`config.mk`:
```
export PLATFORM = sky130hd
export DESIGN_NAME = instr_fetch_unit
export DESIGN_NICKNAME = d
export VERILOG_FILES = /design/src/rtl/instr_fetch_unit.sv
export SDC_FILE = /design/constraint.sdc
export NUM_CORES = 1
export LEC_CHECK = 0
export ABC_AREA = 0
export CAP_MARGIN = 10
export CORE_UTILIZATION = 46
export CTS_BUF_LIST = sky130_fd_sc_hd__clkbuf_4
export CTS_CLUSTER_SIZE = 8
export DETAILED_ROUTE_END_ITERATION = 10
export PLACE_DENSITY = 0.88
export SETUP_SLACK_MARGIN = 0.2
export SYNTH_ARGS = -nofsm -noshare
export SYNTH_HDL_FRONTEND = slang
export SYNTH_SLANG_ARGS = --single-unit
```
`constraint.sdc`:
```
create_clock -name clk -period 3.1 [get_ports clk]
set_input_delay 0.465 -clock clk [delete_from_list [all_inputs] [get_ports clk]]
set_output_delay 0.465 -clock clk [all_outputs]
set_load 0.03 [all_outputs]
```
`src/rtl/instr_fetch_unit.sv`:
```
// instr_fetch_unit: fetch-stage controller between the PC register and decode.
// Presents pc to instruction memory, waits for imem_ready, latches the word
// with its PC and offers it to decode over a valid/ready handshake.
// Optional feature: define FETCH_ALIGN_CHECK_EN to trap misaligned PCs into a
// sticky FAULT state that only flush or reset can leave.
module instr_fetch_unit (
    input  logic        clk,
    input  logic        rst,
    input  logic [31:0] pc,
    output logic        pc_enable,
    output logic        imem_req,
    output logic [31:0] imem_addr,
    input  logic        imem_ready,
    input  logic [31:0] imem_rdata,
    output logic [31:0] instr,
    output logic [31:0] instr_pc,
    output logic        instr_valid,
    input  logic        instr_ready,
    input  logic        flush,
    output logic        fault,
    output logic [31:0] instr_count
);

`ifdef FETCH_ALIGN_CHECK_EN
    typedef enum logic [1:0] {IDLE, FETCH, VALID, FAULT} state_t;
`else
    typedef enum logic [1:0] {IDLE, FETCH, VALID} state_t;
`endif

    state_t state, state_nxt;
    logic   misaligned;
    logic   capture;
    logic   accept;

`ifdef FETCH_ALIGN_CHECK_EN
    assign misaligned = (pc[1:0] != 2'b00);
    assign fault      = (state == FAULT);
`else
    assign misaligned = 1'b0;
    assign fault      = 1'b0;
`endif

    // A flush discards any word returning or being accepted in the same cycle.
    assign capture = (state == FETCH) && imem_ready && !misaligned && !flush;
    assign accept  = (state == VALID) && instr_ready && !flush;

    assign imem_req    = (state == FETCH) && !misaligned;
    assign imem_addr   = pc;
    assign instr_valid = (state == VALID);
    // Single pulse even when flush and a memory return coincide.
    assign pc_enable   = flush || ((state == FETCH) && imem_ready && !misaligned);

    // State register; reset abandons any outstanding request.
    always_ff @(posedge clk or negedge rst) begin
        if (!rst) state <= IDLE;
        else      state <= state_nxt;
    end

    // Next-state decode; flush overrides everything and restarts fetch.
    always_comb begin
        state_nxt = state;
        if (flush) begin
            state_nxt = FETCH;
        end else begin
            case (state)
                IDLE:    state_nxt = FETCH;
                FETCH: begin
`ifdef FETCH_ALIGN_CHECK_EN
                    if (misaligned)      state_nxt = FAULT;
                    else if (imem_ready) state_nxt = VALID;
`else
                    if (imem_ready)      state_nxt = VALID;
`endif
                end
                VALID:   if (instr_ready) state_nxt = FETCH;
                default: state_nxt = state;
            endcase
        end
    end

    // Instruction/PC holding register; stable while decode stalls.
    always_ff @(posedge clk or negedge rst) begin
        if (!rst) begin
            instr    <= 32'h0;
            instr_pc <= 32'h0;
        end else if (capture) begin
            instr    <= imem_rdata;
            instr_pc <= pc;
        end
    end

    // Count of instructions handed to decode; wraps naturally.
    always_ff @(posedge clk or negedge rst) begin
        if (!rst)        instr_count <= 32'h0;
        else if (accept) instr_count <= instr_count + 32'h1;
    end

endmodule

```
==> flow_summary_export.csv <==
group,metric,value,unit
pwr,clock_power_share,13.7,%
timing,grt_setup_unrepaired,"false",
job,cap_violations,0,
synthesis,ys_types,26,
synthesis,synth_edf_count,0,
outcome,violations,"design-rule violations",
timing,tns,0,ns
synthesis,netlist_top_cells_count,"dfrtp_1 (98), mux2_2 (65), buf_4 (33), xnor2_1 (25), nand3_1 (15)",
drt,firstDrtPassIters,9,
setup_path,cp_num_cells,4,
floorplan,io_pins,201,
floorplan,fp.dieH,98.1,um
setup_path,reg2reg_depth,6,
clock_tree,htreeDepth,3,
setup_path,cp-endpoint,"pc_enable",
clock_tree,cts_buffer_depth,2,
pwr,power.leakage,0.00273,uW
timing,tightest_slew,0.680,ns
timing,skew,0.0152,ns
global_route,grt_pass1_vias,3077,
timing,slew_headroom,54.7,%
synthesis,syn_inst,307,
timing,finalMaxSlewViolations,0,
place,gp_congestion,0.816,
timing,clock.fmax,407,MHz
pwr,total_power,5460,uW
synthesis,synth_top_cell_by_area,"dfrtp_1",
synthesis,synth.area.top_cells,"dfrtp_1 (58%), mux2_2 (17%), buf_4 (5.8%)",
timing,post-route-min-period,2.46,ns
synthesis,avgSynthCellArea,13.8,um2
drt,drc,16,
synthesis,syn-num-nets,380,
setup_path,r2r_setup_slack,1.00,ns
drt,final_antenna_net_count,0,
global_route,grt_max_degree,65,
hold_path,holdCritPathClass,"input pin to async pin",
setup_path,cpMaxStageDelayCell,"clkdlybuf4s50_1",
clock_tree,worstSkewPairLatency,0.42,ns
setup_path,path_buf_inv,2,
global_route,grt_pass1_wl,15900,um
pwr,vdd_drop_max,547,uV
clock_tree,ctsResizeCount,0,
pwr,swShare,38.6,%
synthesis,synth_seq_area_share,57.7,%
setup_path,critical_path.max_fanout,6,
setup_path,critPathKind,"flop to output pin",
pwr,p_comb_share,50.6,%
global_route,grt.overflow.total,0,
setup_path,r2r-start,"state[0]$_DFFE_PN0P_",
setup_path,path_cells,"inv_1, ha_1, a21o_1, clkdlybuf4s50_1",
setup_path,worstPathArrival,1.99,ns
clock_tree,clk_pin_slew,0.15,ns
pwr,seqPwrFrac,35.7,%
clock_tree,hold_buffers,0,
layout,final_nets,552,
drt,first_iter_violations,72,
layout,syn_to_final_growth,48.1,%
timing,period_share,79.3,%
floorplan,die_w,98.1,um
synthesis,ys_seq_elements,98,
global_route,grt_antenna_before_repair,0,
outcome,status,"finished, violations left",
pwr,power.internal,3350,uW
floorplan,fp-row-count,34,
setup_path,cpLargestDelayFamily,"buffers and inverters",
setup_path,cp_data_required_time,2.63,ns
setup_path,endpoint_kind,"output pin",
drt,avgViaCountPerCell,5.00,
clock_tree,numCtsBuffers,9,
clock_tree,clock_sink_count,98,
setup_path,start_kind,"flop",
clock_tree,cts-root-buf,"clkbuf_4",
place,place_hpwl,7540,um
floorplan,dieArea,9630,um2
clock_tree,cts_setup_buffers,0,
drt,post_drt_wl_per_cell,16.7,um
synthesis,async_flop_share,100,%
pwr,power_density,868,nW/um2
synthesis,syn_area,4250,um2
setup_path,critPathLaunch,"state[1]$_DFFE_PN0P_",
clock_tree,cts_tree,"built",
synthesis,synth_top_area_share,57.7,%
place,io_buffers,199,
synthesis,synth_warnings,0,
synthesis,yosys_most_used_dff,"dfrtp_1",
layout,drive_gt1_share,18.4,%
global_route,grt_use_total,21.3,%
timing,final-setup-viol-count,0,
pwr,switchingPower,2110,uW
layout,nFillCells,623,
setup_path,critPathMaxStageDelay,0.66,ns
floorplan,start_util,48.0,%
timing,hold_viol,0,
drt,vias,2960,
setup_path,r2r_end,"instr_count[22]$_DFFE_PN0P_",
floorplan,core_area,8850,um2
synthesis,yosysMostFrequentCell,"dfrtp_1",
drt,drt-total-wl,9870,um
layout,n_antenna_cell,0,
==> through the flow <==
step | hold slack (ns) | worst slack (ns) | cells | util [%] | area, um2
floorplan | 0.169 | 1.09 | 307 | - | 4250
global placement | 0.471 | 0.802 | 576 | 69.3 | 6130
detailed placement | 0.491 | 0.707 | 576 | 69.3 | 6130
CTS | 0.0607 | 0.601 | 592 | 71.1 | 6290
global route | 0.0565 | 0.485 | 592 | 71.1 | 6290
finish | 0.0555 | 0.641 | 592 | 71.1 | 6290
==> worst min path at each step <==
stage	endpoint	slack, ns	cells past startpoint
finish	instr_pc[13]$_DFFE_PN0P_	0.06	1
global route	state[0]$_DFFE_PN0P_	0.06	1
CTS	instr_pc[13]$_DFFE_PN0P_	0.06	1
detailed placement	instr_pc[31]$_DFFE_PN0P_	0.49	1
global placement	instr_count[31]$_DFFE_PN0P_	0.47	1
floorplan	instr[0]$_DFFE_PN0P_	0.17	0
==> power by group through the flow <==
stage               registers (uW)  logic, uW  clock network (uW)
detailed placement            1980       2780                   0
global route                  2010       2880                 828
CTS                           1950       2790                 770
finish                        1950       2760                 749
global placement              1940       2730                   0
floorplan                     2840        707                   0
==> flip-flops by register name, indices dropped and copies added, names as in the netlist <==
register     count
instr_count     32
instr_pc        32
state            2
instr           32
==> cell type report <==
class | count | area [um2] | share of cell area, %
Sequential cell | 98 | 2450 | 39.0
Timing Repair Buffer | 201 | 2030 | 32.2
Multi-Input combinational cell | 165 | 1500 | 23.9
Tap cell | 108 | 135 | 2.15
Clock buffer | 11 | 82.6 | 1.31
Clock inverter | 5 | 78.8 | 1.25
Inverter | 4 | 15.0 | 0.239
==> cells by family after synthesis <==
group	count (synthesis)	share of synthesized area, %
AO/OA/AOI/OAI	2	0.383
XOR/XNOR	31	6.39
adder cells (fa/ha/maj)	4	1.18
buffers and inverters	44	7.00
flip-flops	98	57.7
multiplexers	67	17.7
other	1	0.0882
AND/OR/NAND/NOR	60	9.59
==> placed cells by master (no fill, tap or decap), drive strengths merged <==
master,instances
a21o,1
a221oi,1
and3,8
and4,3
and4b,1
buf,3
bufinv,2
clkbuf,11
clkdlybuf4s50,198
clkinv,1
clkinvlp,2
conb,1
dfrtp,98
ha,4
inv,4
mux2,65
mux2i,2
nand2,11
nand3,15
nand3b,1
nand4,8
nand4b,1
nor2,7
nor3b,1
nor4,1
nor4b,2
or2,1
xnor2,25
xor2,6
==> per-layer routing <==
| metal | global-route usage [%] | vias up | share of wire, % |
|---|---|---|---|
| met1 | 25.2 | 1455 | 39 |
| met2 | 37.8 | 115 | 53 |
| met5 | 0 | - | 0 |
| li1 | - | 1377 | - |
| met3 | 5.51 | 13 | 6.6 |
| met4 | 6.66 | 0 | 1.5 |
No activity file was read; power rests on OpenSTA's default activity.
